### config.mk
export PLATFORM = sky130hd
export DESIGN_NAME = alu_mc
export DESIGN_NICKNAME = d
export VERILOG_FILES = /design/src/rtl/alu_pkg.sv /design/src/rtl/alu_mul_iter.sv /design/src/rtl/alu_mc.sv
export SDC_FILE = /design/constraint.sdc
export NUM_CORES = 1
export LEC_CHECK = 0
export CAP_MARGIN = 20
export CORE_ASPECT_RATIO = 0.7
export CORE_MARGIN = 4
export CORE_UTILIZATION = 55
export DETAILED_ROUTE_END_ITERATION = 7
export PLACE_DENSITY = 0.81
export SLEW_MARGIN = 20
export SYNTH_ARGS = -nofsm -noshare
export SYNTH_HDL_FRONTEND = slang
export SYNTH_SLANG_ARGS = --single-unit
### constraint.sdc
create_clock -name clk -period 1.7 [get_ports clk]
set_input_delay 0.34 -clock clk [delete_from_list [all_inputs] [get_ports clk]]
set_output_delay 0.34 -clock clk [all_outputs]
set_load 0.02 [all_outputs]
### src/rtl/alu_pkg.sv
// rtl/alu_pkg.sv - opcode, FSM state and NZCV bit-index definitions shared by alu_mc
package alu_pkg;

    typedef enum logic [2:0] {
        OP_ADD = 3'b000,
        OP_SUB = 3'b001,
        OP_AND = 3'b010,
        OP_ORR = 3'b011,
        OP_EOR = 3'b100,
        OP_LSL = 3'b101,
        OP_LSR = 3'b110,
        OP_MUL = 3'b111
    } alu_op_e;

    typedef enum logic [1:0] {
        IDLE,
        MUL,
        DONE
    } state_e;

    localparam int FLAG_N = 3;
    localparam int FLAG_Z = 2;
    localparam int FLAG_C = 1;
    localparam int FLAG_V = 0;

endpackage

### src/rtl/alu_mul_iter.sv
// rtl/alu_mul_iter.sv - shift-add multiplier, one bit of b per cycle, WIDTH cycles per product
module alu_mul_iter #(
    parameter int WIDTH = 32
) (
    input  logic                 clk,
    input  logic                 reset,
    input  logic                 start,
    input  logic [WIDTH-1:0]     a,
    input  logic [WIDTH-1:0]     b,
    output logic                 done,
    output logic [2*WIDTH-1:0]   product
);
    localparam int CW = $clog2(WIDTH);

    logic [2*WIDTH-1:0] acc;
    logic [2*WIDTH-1:0] mcand;
    logic [WIDTH-1:0]   mplier;
    logic [CW-1:0]      cnt;
    logic               active;

    // Bit 0 of b is consumed on the start edge so the product completes after WIDTH edges.
    always_ff @(posedge clk or posedge reset) begin
        if (reset) begin
            acc    <= '0;
            mcand  <= '0;
            mplier <= '0;
            cnt    <= '0;
            active <= 1'b0;
        end else if (start) begin
            acc    <= b[0] ? {{WIDTH{1'b0}}, a} : '0;
            mcand  <= {{WIDTH{1'b0}}, a} << 1;
            mplier <= b >> 1;
            cnt    <= CW'(WIDTH - 1);
            active <= 1'b1;
        end else if (active) begin
            if (cnt != '0) begin
                if (mplier[0]) begin
                    acc <= acc + mcand;
                end
                mcand  <= mcand << 1;
                mplier <= mplier >> 1;
                cnt    <= cnt - 1'b1;
            end else begin
                active <= 1'b0;
            end
        end
    end

    assign done    = active && (cnt == '0);
    assign product = acc;

endmodule

### src/rtl/alu_mc.sv
// rtl/alu_mc.sv - handshaked multi-cycle ALU with NZCV register; ALU_MUL_EN selects iterative MUL, else opcode 111 is ASR
module alu_mc
    import alu_pkg::*;
#(
    parameter int WIDTH   = 32,
    parameter int SHAMT_W = $clog2(WIDTH)
) (
    input  logic             clk,
    input  logic             reset,
    input  logic             in_valid,
    output logic             in_ready,
    input  logic [WIDTH-1:0] src_a,
    input  logic [WIDTH-1:0] src_b,
    input  logic [2:0]       alu_control,
    input  logic             set_flags,
    output logic             out_valid,
    input  logic             out_ready,
    output logic [WIDTH-1:0] alu_result,
    output logic [3:0]       res_flags,
    output logic [3:0]       flags,
    output logic             busy
);
    state_e             state;
    logic               keep_flags;
    logic [WIDTH-1:0]   res;
    logic               c;
    logic               v;
    logic [3:0]         nzcv;
    logic [SHAMT_W-1:0] shamt;

    assign shamt = src_b[SHAMT_W-1:0];

`ifndef ALU_MUL_EN
    logic signed [WIDTH:0] asr_src;
    assign asr_src = {src_a, 1'b0};
`endif

    // Shifts carry an extra bit below/above the word so C falls out as the last bit shifted out.
    always_comb begin
        res = '0;
        c   = 1'b0;
        v   = 1'b0;
        case (alu_op_e'(alu_control))
            OP_ADD: begin
                {c, res} = {1'b0, src_a} + {1'b0, src_b};
                v = (src_a[WIDTH-1] == src_b[WIDTH-1]) && (res[WIDTH-1] != src_a[WIDTH-1]);
            end
            OP_SUB: begin
                {c, res} = {1'b0, src_a} + {1'b0, ~src_b} + {{WIDTH{1'b0}}, 1'b1};
                v = (src_a[WIDTH-1] != src_b[WIDTH-1]) && (res[WIDTH-1] != src_a[WIDTH-1]);
            end
            OP_AND: res = src_a & src_b;
            OP_ORR: res = src_a | src_b;
            OP_EOR: res = src_a ^ src_b;
            OP_LSL: {c, res} = {1'b0, src_a} << shamt;
            OP_LSR: {res, c} = {src_a, 1'b0} >> shamt;
`ifdef ALU_MUL_EN
            default: ;
`else
            default: {res, c} = asr_src >>> shamt;
`endif
        endcase
    end

    always_comb begin
        nzcv         = '0;
        nzcv[FLAG_N] = res[WIDTH-1];
        nzcv[FLAG_Z] = ~|res;
        nzcv[FLAG_C] = c;
        nzcv[FLAG_V] = v;
    end

`ifdef ALU_MUL_EN
    logic               mul_start;
    logic               mul_done;
    logic               busy_q;
    logic [2*WIDTH-1:0] product;
    logic [3:0]         mul_nzcv;

    assign mul_start = (state == IDLE) && in_valid && (alu_control == OP_MUL);
    assign busy      = busy_q;

    always_comb begin
        mul_nzcv         = '0;
        mul_nzcv[FLAG_N] = product[WIDTH-1];
        mul_nzcv[FLAG_Z] = ~|product[WIDTH-1:0];
        mul_nzcv[FLAG_C] = |product[2*WIDTH-1:WIDTH];
    end

    alu_mul_iter #(.WIDTH(WIDTH)) u_mul (
        .clk     (clk),
        .reset   (reset),
        .start   (mul_start),
        .a       (src_a),
        .b       (src_b),
        .done    (mul_done),
        .product (product)
    );
`else
    assign busy = 1'b0;
`endif

    always_ff @(posedge clk or posedge reset) begin
        if (reset) begin
            state      <= IDLE;
            in_ready   <= 1'b1;
            out_valid  <= 1'b0;
            alu_result <= '0;
            res_flags  <= '0;
            flags      <= '0;
            keep_flags <= 1'b0;
`ifdef ALU_MUL_EN
            busy_q     <= 1'b0;
`endif
        end else begin
            case (state)
                IDLE: if (in_valid) begin
                    keep_flags <= set_flags;
                    in_ready   <= 1'b0;
`ifdef ALU_MUL_EN
                    if (alu_control == OP_MUL) begin
                        state  <= MUL;
                        busy_q <= 1'b1;
                    end else
`endif
                    begin
                        state      <= DONE;
                        out_valid  <= 1'b1;
                        alu_result <= res;
                        res_flags  <= nzcv;
                    end
                end
`ifdef ALU_MUL_EN
                MUL: if (mul_done) begin
                    state      <= DONE;
                    busy_q     <= 1'b0;
                    out_valid  <= 1'b1;
                    alu_result <= product[WIDTH-1:0];
                    res_flags  <= mul_nzcv;
                end
`endif
                DONE: if (out_ready) begin
                    state     <= IDLE;
                    out_valid <= 1'b0;
                    in_ready  <= 1'b1;
                    if (keep_flags) begin
                        flags <= res_flags;
                    end
                end
                default: state <= IDLE;
            endcase
        end
    end

endmodule

==> out/metrics.yaml, run 1 <==
io_pins: 115
seq_area_frac_synth_pct: 8.51
htree_levels: 2
placed_cells_incl_taps: 2546
failing_step: "clock tree synthesis"
synthesis.nets: 1815
placement_stage_worst_setup_slack_ns: -2.50
finalWeightedCongestion: 1.50
cts_buffers: 5
cts_setup_buffers: 120
hold_buffers: 0
synth_top_cells_by_area: "mux4_2 (11%), ha_1 (11%), dfrtp_1 (8.3%)"
num_rows: 45
floorplan.initialDensity_pct: 56.5
die-width_um: 187
place.port_buffers: 113
synthMostInstantiatedCell: "nand2_1"
clk_root_buffer_cell: "clkbuf_16"
post_synth_instance_area_um2: 12400
synth_cells: 1636
cts.path.max_buffers: 2
netlist-cell-type-count: 98
error_line: "[ERROR DPL-0033] detailed placement checks failed during check placement."
ys_ff_latch: 42
edff_count_synth: 0
post_cts_resized: 631
flip_flop_cell_with_the_highest_count_after_synthesis: "dfrtp_1"
dpl_cell_area_um2: 18500
synth.cells.most_frequent: "nand2_1 (168), nor2_1 (129), a21oi_1 (122), ha_1 (105), o21ai_0 (101)"
syn-mean-instance-area_um2: 7.56
netlist.top_cell.by_area: "mux4_2"
hpwl_um: 59100
cts.sink_count: 42
synth-warning-count: 0
post-synth-top-area-fraction_pct: 10.9
status: "did not finish"
synthArstFlopShare_pct: 100
die-height_um: 133
-- metrics by stage --
step / hold slack [ns] / util [%]
floorplan: 0.403 / -
global placement: 0.459 / 84.3
detailed placement: 0.479 / 84.3
-- cells by family after synthesis --
kind of cell	after synthesis	synth area share, %
DFF	42	8.51
xor gates and xnor gates	15	1.06
muxes	152	19.4
and+or+nand+nor	516	20.0
AOI/OAI and AO/OA	567	31.8
other	1	0.0303
adders and majority gates	107	10.9
buffers and inverters	236	8.18
==> run 2: changes to the inputs <==
- CORE_ASPECT_RATIO: 0.7 -> not set
- CORE_UTILIZATION: 55 -> 40
- PLACE_DENSITY: 0.81 -> not set
- PLACE_DENSITY_LB_ADDON: not set -> 0.15
- clock period: 1.7 -> 2.2 ns (I/O delays scaled with it)
==> run 2 against run 1 <==
The flow now finishes, with violations (negative setup slack). Synthesized area did not move. Synthesized cell count unchanged.
==> out/metrics.yaml, run 2 <==
die-width_um: 184  # -1.8%
fraction_of_power_consumed_by_sequential_logic_pct: 12.3
die-height_um: 184  # +38%
cell_count_final_fillers_out: 2824
timing.slew.headroom_pct: 46.7
post_synth_instance_area_um2: 12400  # unchanged
violations_in_the_final_reports: "negative setup slack"
cts.path.max_buffers: 2  # unchanged
area_growth_pct: 80.8
first_iter_violations: 2615
synthMostInstantiatedCell: "nand2_1"
worst_pin_slew_ns: 0.795
crit_path_top_delay_cell: "a311o_1"
cts.sink_count: 42  # unchanged
top_regs: "alu_result: 32 flops, flags: 4 flops, res_flags: 3 flops"
route.antenna.remaining_nets: 0
total_switching_power_mw: 4.24
hpwl_um: 62600  # +5.8%
p_leak_nw: 9.87
layout_commonest_cell: "buf_4"
top_register: "alu_result"
hold_depth: 2
critPathCaptureType: "flop"
finalCritPeriodShare_pct: 163
critical_path_required_time_ns: 2.43
number_of_failing_hold_endpoints_at_the_final_stage: 0
path_depth: 18
clk_root_buffer_cell: "clkbuf_16"
ys_ff_latch: 42  # unchanged
final.fill_count: 2273
wire_length_of_the_first_global_routing_pass_um: 116000
cts_tree: "built"
placed_cells_incl_taps: 2711  # +6.5%
htree_levels: 2  # unchanged
internal_power_mw: 4.95
final_wirelength_um: 82900
fraction_of_layout_cells_with_a_size_suffix_above_1_pct: 53.1
synth_top_cells_by_area: "mux4_2 (11%), ha_1 (11%), dfrtp_1 (8.3%)"
post-synth-top-area-fraction_pct: 10.9  # unchanged
fmaxAchievable_mhz: 279
netlist-cell-type-count: 98  # unchanged
power.ir.vdd_worst_mv: 0.416
cts_buffers: 5  # unchanged
cp_cell_sequence: "buf_8, buf_6, inv_4, ha_4, fa_2, nor3_4, buf_6, o31ai_4, a21o_1, a211o_1, o211ai_1, buf_4, a311o_1, o31ai_2, nand4_1, nor4b_2, nand4_1, nand2_1"
status: "finished with violations"
dpl_cell_area_um2: 18900  # +2.6%
remaining_drc_errors: 0
fin_crit_ns: 3.59
worstHoldPathType: "reg -> reg"
power_frac_clock_pct: 8.0
num_rows: 64  # +42%
total_die_area_um2: 33800
final_net_count: 2605
cap_violations: 0
netlist.top_cell.by_area: "mux4_2"
synthArstFlopShare_pct: 100  # unchanged
grt.total_usage_pct: 45.4
grt_antenna_before_repair: 1
hold_buffers: 0  # unchanged
sequential_cell_area_um2: 1050
max_stage_delay_ns: 0.39
setup_violating_endpoint_count_in_the_final_report: 35
vias: 19000
place.port_buffers: 113  # unchanged
worstPathMaxFanout: 5
largest_register_ff_count: 32
floorplan.initialDensity_pct: 40.5  # -16 points
detailed_route_vias_per_instance: 6.74
worst-path-buf-inv: 5
io_pins: 115  # unchanged
combinational_share_of_power_pct: 79.7
timing.hold.ws_ns: 0.472
grt.overflow.total: 0
setup_repair_after_global_routing_missed_its_margin: "true"
final_critical_path_setup_slack_ns: -1.39
setup.worst_path.start_class: "input pin"
final_cell_area_um2: 22400
synth_cells: 1636  # unchanged
synth.cells.most_frequent: "nand2_1 (168), nor2_1 (129), a21oi_1 (122), ha_1 (105), o21ai_0 (101)"
wl_per_cell_um: 29.3
clk_latency_ns: 0.28
multi_input_area_um2: 12500
grt_start_max_net_pins: 47
seq_area_frac_synth_pct: 8.51  # unchanged
p_total_mw: 9.18
syn-mean-instance-area_um2: 7.56  # unchanged
switching_share_pct: 46.2
flip_flop_cell_with_the_highest_count_after_synthesis: "dfrtp_1"
powerDensity_nw_per_um2: 411
final_cell_mix: "buf_4 (671), nand2_1 (158), nor2_1 (112)"
cts.reportedPaths.clkPinSlew_ns: 0.06
maxSlewViolCount: 0
synthesis.nets: 1815  # unchanged
first_global_vias: 18100
worstRegToRegCells: 10
core_area_um2: 30500
skew_ns: 0.00407
path_class: "in -> reg"
synth-warning-count: 0  # unchanged
number_of_iterations_in_the_first_detailed_routing_pass: 6
worst-endpoint-arrival_ns: 3.81
edff_count_synth: 0  # unchanged
finalWeightedCongestion: 1.11  # -26%
top_delay_family_on_crit_path: "compound AO/OA/AOI/OAI gates"
-- run 2: cell counts after synthesis --
No cell type changed its count.
-- run 2: path summary, 6_finish.rpt --
path	end	slack, ns	start
worst min register to register	alu_result[4]	0.47	alu_result[4]
min in group asynchronous	alu_result[3]	0.50	reset
worst max-delay path	res_flags[2]	-1.39	src_a[0]
worst max register to register	res_flags[2]	-0.20	out_valid
worst min-delay path	alu_result[4]	0.47	alu_result[4]
max in group asynchronous	in_ready	1.44	reset
-- run 2: area by class of cell --
class                      count  share of cell area, %
multi-input combinational   1358                   55.9
clock inverter                 1                 0.0224
sequential                    42                   4.71
antenna                        1                 0.0112
clock buffer                   7                  0.638
inverter                     106                   1.98
tap                          396                   2.22
timing repair buffer         913                   34.5
-- run 2: per-layer routing --
layer,global-route usage (%),routed length (um),part of all wire (%)
met4,23.1,7010,8.5
met3,9.30,10900,13
met2,71.1,35000,42
met5,0,12,0.014
met1,59.4,30000,36
-- run 2: through the flow --
step,util [%],worst slack (ns),setup TNS (ns)
floorplan,-,-1.43,-23.93
global placement,62.0,-2.43,-52.12
detailed placement,62.0,-2.37,-53.24
CTS,70.6,-1.16,-22.99
global route,73.3,-1.45,-27.89
finish,73.3,-1.39,-26.59
-- run 2: cells by family (layout without fill, tap and decap cells) --
logic type,after synthesis,in the layout,share of synthesized area [%]
AOI/OAI and AO/OA,567,567,31.8
xor gates and xnor gates,15,15,1.06
adders and majority gates,107,107,10.9
buffers and inverters,236,1027,8.18
DFF,42,42,8.51
muxes,152,152,19.4
other,1,2,0.0303
and+or+nand+nor,516,516,20.0
-- run 2: timing repair --
| action | 4_1_cts | 5_1_grt |
|---|---|---|
| resized for setup | 541 | 192 |
| pin swaps | 131 | 109 |
| hold endpoints to repair | 0 | 0 |
| gates cloned | 7 | 2 |
| setup endpoints to repair | 35 | 35 |
| buffers inserted | 83 | 30 |
-- run 2: power by group through the flow --
stage | Clock, mW | Sequential [mW] | Combinational [mW]
global placement | 0 | 1.13 | 5.77
finish | 0.730 | 1.13 | 7.32
CTS | 0.735 | 1.14 | 6.66
floorplan | 0 | 1.41 | 2.40
global route | 0.761 | 1.16 | 7.55
detailed placement | 0 | 1.14 | 5.83
-- run 2: worst register-to-register path, stage by stage, from the launching register on --
cell and delay (ns):
dfrtp_1 0.37, nand2b_2 0.29, a21oi_1 0.15, o21ai_0 0.11
nor3_1 0.20, buf_4 0.21, nor4b_4 0.23, nand4_1 0.19
nor4b_2 0.38, nand4_1 0.13, nand2_1 0.08
Note: power is estimated with default switching activity, not from simulation.
==> run 3: changes to the inputs <==
- RECOVER_POWER: not set -> 50
- TNS_END_PERCENT: not set -> 20
==> run 3 against run 2 <==
Highest routed layer unchanged. Die area unchanged. The flow still finishes with violations (negative setup slack). Clock skew up 0.00096 ns. Routed wire length down 4.0%. Sequential power about the same. Register-to-register slack worse by 0.04 ns. Sequential share of layout area up 0.11 points. Combinational power down 3.8%. Largest power group unchanged. Final cell count down 0.57%.
==> out/metrics.yaml, run 3 (synthesis gave the netlist of run 2 again) <==
place.port_buffers: 113  # unchanged
cts.reportedPaths.clkPinSlew_ns: 0.06  # about the same
htree_levels: 2  # unchanged
top_regs: "alu_result: 32 flops, flags: 4 flops, res_flags: 3 flops"
worstHoldPathType: "reg -> reg"
setup_violating_endpoint_count_in_the_final_report: 35  # unchanged
skew_ns: 0.00503  # +0.000956 ns
final.fill_count: 2391  # +5.2%
area_growth_pct: 76.6
fraction_of_power_consumed_by_sequential_logic_pct: 12.7  # +0.4 points
floorplan.initialDensity_pct: 40.5  # unchanged
path_class: "in -> reg"
grt_start_max_net_pins: 46  # -2.1%
worst-endpoint-arrival_ns: 3.73  # -0.08 ns
fin_crit_ns: 3.51  # -0.0791 ns
hold_buffers: 0  # unchanged
total_switching_power_mw: 4.09  # -3.6%
finalWeightedCongestion: 1.10  # -0.87%
combinational_share_of_power_pct: 79.0  # -0.7 points
layout_commonest_cell: "buf_4"
cts.path.max_buffers: 2  # unchanged
largest_register_ff_count: 32  # unchanged
route.antenna.remaining_nets: 0  # unchanged
powerDensity_nw_per_um2: 408  # -0.66%
fraction_of_layout_cells_with_a_size_suffix_above_1_pct: 50.5  # -2.6 points
globalRouteMet3Util_pct: 9.40  # +0.099 points
utilization_pct: 71.6  # -1.7 points
wl_per_cell_um: 28.3  # -3.5%
finalCritPeriodShare_pct: 159  # -3.6 points
violations_in_the_final_reports: "negative setup slack"
final_cell_mix: "buf_4 (695), nand2_1 (163), nor2_1 (116)"
top_register: "alu_result"
p_leak_nw: 9.67  # -2.0%
cts.sink_count: 42  # unchanged
final_wirelength_um: 79500  # -4.0%
first_iter_violations: 2482  # -5.1%
wire_length_of_the_first_global_routing_pass_um: 113000  # -2.9%
power.ir.vdd_worst_mv: 0.327  # -21%
total_die_area_um2: 33800  # unchanged
met2_usage_pct: 67.0  # -4.2 points
placement_stage_worst_setup_slack_ns: -2.17  # +0.199 ns
internal_power_mw: 4.82  # -2.5%
power_frac_clock_pct: 8.3  # +0.3 points
grt.overflow.total: 0  # unchanged
clk_root_buffer_cell: "clkbuf_16"
grt.total_usage_pct: 44.3  # -1.1 points
switching_share_pct: 45.9  # -0.28 points
cts_tree: "built"
remaining_drc_errors: 0  # unchanged
detailed_route_vias_per_instance: 6.56  # -2.6%
cell_count_final_fillers_out: 2808  # -0.57%
die-height_um: 184  # unchanged
groute.layer.met1.usage_pct: 60.1  # +0.69 points
diodes: 0  # -1
critPathCaptureType: "flop"
worst_pin_slew_ns: 0.810  # +0.0152 ns
critical_path_required_time_ns: 2.43  # about the same
cts_buffers: 5  # unchanged
setup.worst_path.start_class: "input pin"
final_net_count: 2590  # -0.58%
p_total_mw: 8.91  # -3.0%
first_global_vias: 17500  # -3.6%
core_area_um2: 30500  # unchanged
worstPathMaxFanout: 4  # -1
die-width_um: 184  # unchanged
final_critical_path_setup_slack_ns: -1.31  # +0.0791 ns
fmaxAchievable_mhz: 285  # +2.3%
number_of_failing_hold_endpoints_at_the_final_stage: 0  # unchanged
num_rows: 64  # unchanged
status: "finished with violations"
placed_cells_incl_taps: 2686  # -0.92%
number_of_iterations_in_the_first_detailed_routing_pass: 6  # unchanged
top_usage_layer: "met2"
grt_antenna_before_repair: 1  # unchanged
vias: 18400  # -3.2%
cap_violations: 0  # unchanged
io_pins: 115  # unchanged
timing.slew.headroom_pct: 45.8  # -0.83 points
setup_repair_after_global_routing_missed_its_margin: "true"
maxSlewViolCount: 0  # unchanged
clk_latency_ns: 0.29  # about the same
hpwl_um: 61600  # -1.5%
worst-r2r-setup-slack_ns: -0.24  # -0.04 ns
## run 3: cell types whose count changed in the layout (fill, tap and decap cells not counted), sizes merged, moves of 3 or more
cell | before | now
bufbuf | 0 | 3
clkdlybuf4s15 | 9 | 6
dlygate4sd3 | 0 | 3
dlygate4sd2 | 16 | 20
clkbuf | 19 | 12
clkdlybuf4s50 | 56 | 53
buf | 819 | 807
## run 3: power by group through the flow
stage,logic [mW],clock network (mW),registers (mW)
finish,7.04,0.740,1.13
global route,7.27,0.788,1.17
CTS,6.50,0.752,1.14
detailed placement,5.73,0,1.15
global placement,5.68,0,1.13
floorplan,2.35,0,1.41
## run 3: critical path, stage by stage
cell,delay (ns)
clkdlybuf4s15_2,0.28
mux4_2,0.51
mux2_4,0.29
a222oi_1,0.60
nand2_1,0.15
a32oi_1,0.23
buf_4,0.17
a31oi_4,0.09
a211oi_2,0.16
nand4_1,0.24
nor4b_4,0.36
nand4_1,0.13
nand2_1,0.07
## run 3: area by class of cell
cell class	instances	area (um2)	area share [%]
clock buffer	6	139	0.636
tap	396	495	2.27
multi-input combinational	1358	12100	55.6
inverter	106	440	2.02
sequential	42	1050	4.82
clock inverter	2	12.5	0.0573
timing repair buffer	898	7560	34.6
## run 3: worst paths after layout
check / startpoint / endpoint / cells past startpoint
setup / recovery: src_a[17] / res_flags[2] / 13
hold / removal: alu_result[14] / alu_result[14] / 2
setup reg to reg: out_valid / res_flags[2] / 10
hold reg to reg: alu_result[14] / alu_result[14] / 2
max in group asynchronous: reset / res_flags[1] / 3
min in group asynchronous: reset / alu_result[0] / 2
## run 3: through the flow
step | cell area (um2) | TNS, ns | hold slack, ns
after detailed placement | 18600 | -54.15 | 0.464
final | 21800 | -25.71 | 0.474
after global routing | 21800 | -27.55 | 0.506
after floorplan | 12500 | -27.60 | 0.445
after global placement | 18600 | -52.97 | 0.458
after CTS | 21100 | -22.88 | 0.465
## run 3: routing by layer
layer  wire length [um]  vias up
li1                   -     7809
met5                 15        -
met1              30300     8743
met3              10200      385
met2              33100     1484
met4               5860        2
## run 3: what timing repair did
item | CTS | global route
gates cloned | 6 | 1
pin swaps | 128 | 86
resized for setup | 475 | 159
endpoints found under the setup margin | 35 | 35
buffers inserted | 79 | 38
==> RTL change (settings of run 3) <==
Re-encode `state_e` (3 states) as one-hot, 3 bits wide.
--- a/src/rtl/alu_pkg.sv
+++ b/src/rtl/alu_pkg.sv
@@ -12,10 +12,10 @@
         OP_MUL = 3'b111
     } alu_op_e;
 
-    typedef enum logic [1:0] {
-        IDLE,
-        MUL,
-        DONE
+    typedef enum logic [2:0] {
+        IDLE = 3'b001,
+        MUL  = 3'b010,
+        DONE = 3'b100
     } state_e;
 
     localparam int FLAG_N = 3;
Formal check against the unedited RTL: same outputs for any inputs over 10 cycles, from zero or initial values and one cycle with reset high; not proved beyond that.
==> RTL change against run 3 <==
The run still ends with setup timing left; sequential cell count is 2 higher; total power is 3.8% higher; setup slack worse by 0.089 ns; die area is 2.2% lower; register-to-register slack worse by 0.23 ns; critical path type unchanged; final area is 6.1% lower; routed wire length is 6.2% lower; synthesized area is 2.3% lower; largest power group unchanged.
==> RTL change: results <==
{
  "status": "finished, violations left",
  "violations": "setup timing",
  "firstDrtPassIters": 8,
  "cts_buffer_depth": 2,
  "min-delay-start": "alu_result[8]",
  "area_growth_pct": 69.70,
  "synth_common_cells": "nand2_1 (175), a21oi_1 (153), nor2_1 (143)",
  "io_buffers": 113,
  "place_area_um2": 18530,
  "place_congestion": 1.105,
  "final.setup_skew_ns": 0.006780,
  "crit_family": "compound AO/OA/AOI/OAI gates",
  "via_per_inst": 6.355,
  "max_slew_margin": 0.3232,
  "synthAdderAreaFrac": 0.1121,
  "nFillCells": 2518,
  "hold_class": "reg2reg",
  "setup_viol": 35,
  "r2r_setup_slack_ns": -0.47,
  "r2r-start": "state[2]",
  "root_buffer": "clkbuf_16",
  "yosys_warnings": 0,
  "yosys-top-cells-area": "ha_1 (11%), dfrtp_1 (8.7%), a21oi_1 (6.3%), mux4_2 (5.6%), nand2_1 (5.4%)",
  "ys.flop_type": "dfrtp_1",
  "yosysSeqAreaShare": 0.09136,
  "clk_latency_ns": 0.29,
  "async_flop_share": 1.000,
  "synth_xor_area_frac": 0.01450,
  "worstHoldEndpoint": "alu_result[8]",
  "tns_ns": -28.18,
  "grt_max_degree": 64,
  "whs_path_depth": 2,
  "rr_worst_depth": 11,
  "synth-compound-area-share": 0.3311,
  "cts_made_buffers": 5,
  "post-place-ws_ns": -2.481,
  "grt_pass1_wl_mm": 109.1,
  "top_regs": "alu_result x32, flags x4, res_flags x3",
  "reg2reg_to": "res_flags[2]",
  "critPathMaxFanout": 4,
  "path_clk_slew_ns": 0.06,
  "antenna_found_initial": 3,
  "synthMuxAreaShare": 0.1552,
  "detail_route.iter0.violations": 2394,
  "crit_path_max_incr_delay_ns": 0.59,
  "ys_types": 100,
  "wl_mm": 74.60,
  "dp.final_hpwl_mm": 60.65,
  "power_leakage_uw": 0.009325,
  "slowest_stage": "nor4b_4",
  "finalNetCount": 2601,
  "drive_above_1_share": 0.4503,
  "vdd_ir_drop_max_mv": 0.3198,
  "setup_ws_ns": -1.398,
  "syn-num-nets": 1866,
  "grt_pass1_vias": 17290,
  "sw_frac_of_total": 0.4562,
  "htreeDepth": 2,
  "arrival_ns": 3.79,
  "gr-usage-all-layers": 0.4297
}
-- RTL change: changes by cell type after synthesis, moves of 10 or more --
cell,change
a21oi_1,+31
mux4_2,-30
nor2_1,+14
o21ai_0,+18
o22ai_1,+10
or3_1,-11
-- RTL change: through the flow --
step / hold slack, ns / cells / total power, µW
after floorplan: 0.4798 / 1687 / 4214
after global placement: 0.4629 / 2759 / 7561
after detailed placement: 0.4696 / 2759 / 7634
after CTS: 0.4815 / 2804 / 8910
after global routing: 0.5078 / 2815 / 9659
final: 0.4747 / 2817 / 9248
-- RTL change: metal layers --
metal	part of all wire	GRT usage	routed length, µm
met1	0.40	0.5771	29700
met3	0.12	0.08894	8759
met5	0.00046	0	34
met4	0.061	0.1942	4517
met2	0.42	0.6643	31580
-- RTL change: timing repair --
action                                  4_1_cts  5_1_grt
setup buffers                                39       12
pin swaps                                    94       46
hold buffers                                  0        0
endpoints found under the setup margin       35       35
gates resized for setup                     337       99
-- RTL change: how the worst max path moves through the flow --
| stage | startpoint | endpoint | slack (ns) | cells after the start |
|---|---|---|---|---|
| after global routing | src_b[0] | res_flags[2] | -1.50 | 16 |
| after floorplan | src_b[2] | res_flags[2] | -1.31 | 18 |
| after detailed placement | src_a[3] | res_flags[2] | -2.48 | 18 |
| after global placement | src_a[3] | res_flags[2] | -2.38 | 18 |
| final | src_b[0] | res_flags[2] | -1.40 | 19 |
| after CTS | src_a[0] | res_flags[2] | -1.41 | 15 |
-- RTL change: worst reg2reg max path, cell delays in order (launching register included) --
cell,delay (ns)
dfrtp_1,0.37
nor2b_1,0.18
nand2_2,0.17
a211oi_1,0.21
o21ai_0,0.15
a311oi_2,0.25
buf_4,0.16
and4b_1,0.20
nand4_1,0.25
nor4b_2,0.29
nand4_1,0.15
o31ai_1,0.21
-- RTL change: cells by family after synthesis --
family | Yosys count
flops | 44
other cells | 1
mux | 141
xor+xnor | 20
buf+inv | 236
fa+ha+maj | 107
compound gates | 600
simple gates | 538
-- RTL change: layout make-up --
type | instances | area share
well taps | 390 | 0.02381
repair buffers | 860 | 0.3430
flip-flops and latches | 44 | 0.05384
multi-input cells | 1407 | 0.5512
clock inverters | 2 | 0.001709
inverters | 104 | 0.01972
diodes | 4 | 0.0004883
clock buffers | 6 | 0.006287
-- RTL change: power by group through the flow --
stage	clock [µW]	combinational [µW]	sequential, µW
after detailed placement	0	6260	1380
after global routing	873	7380	1400
after CTS	835	6710	1360
final	815	7080	1360
after floorplan	0	2440	1770
after global placement	0	6210	1350
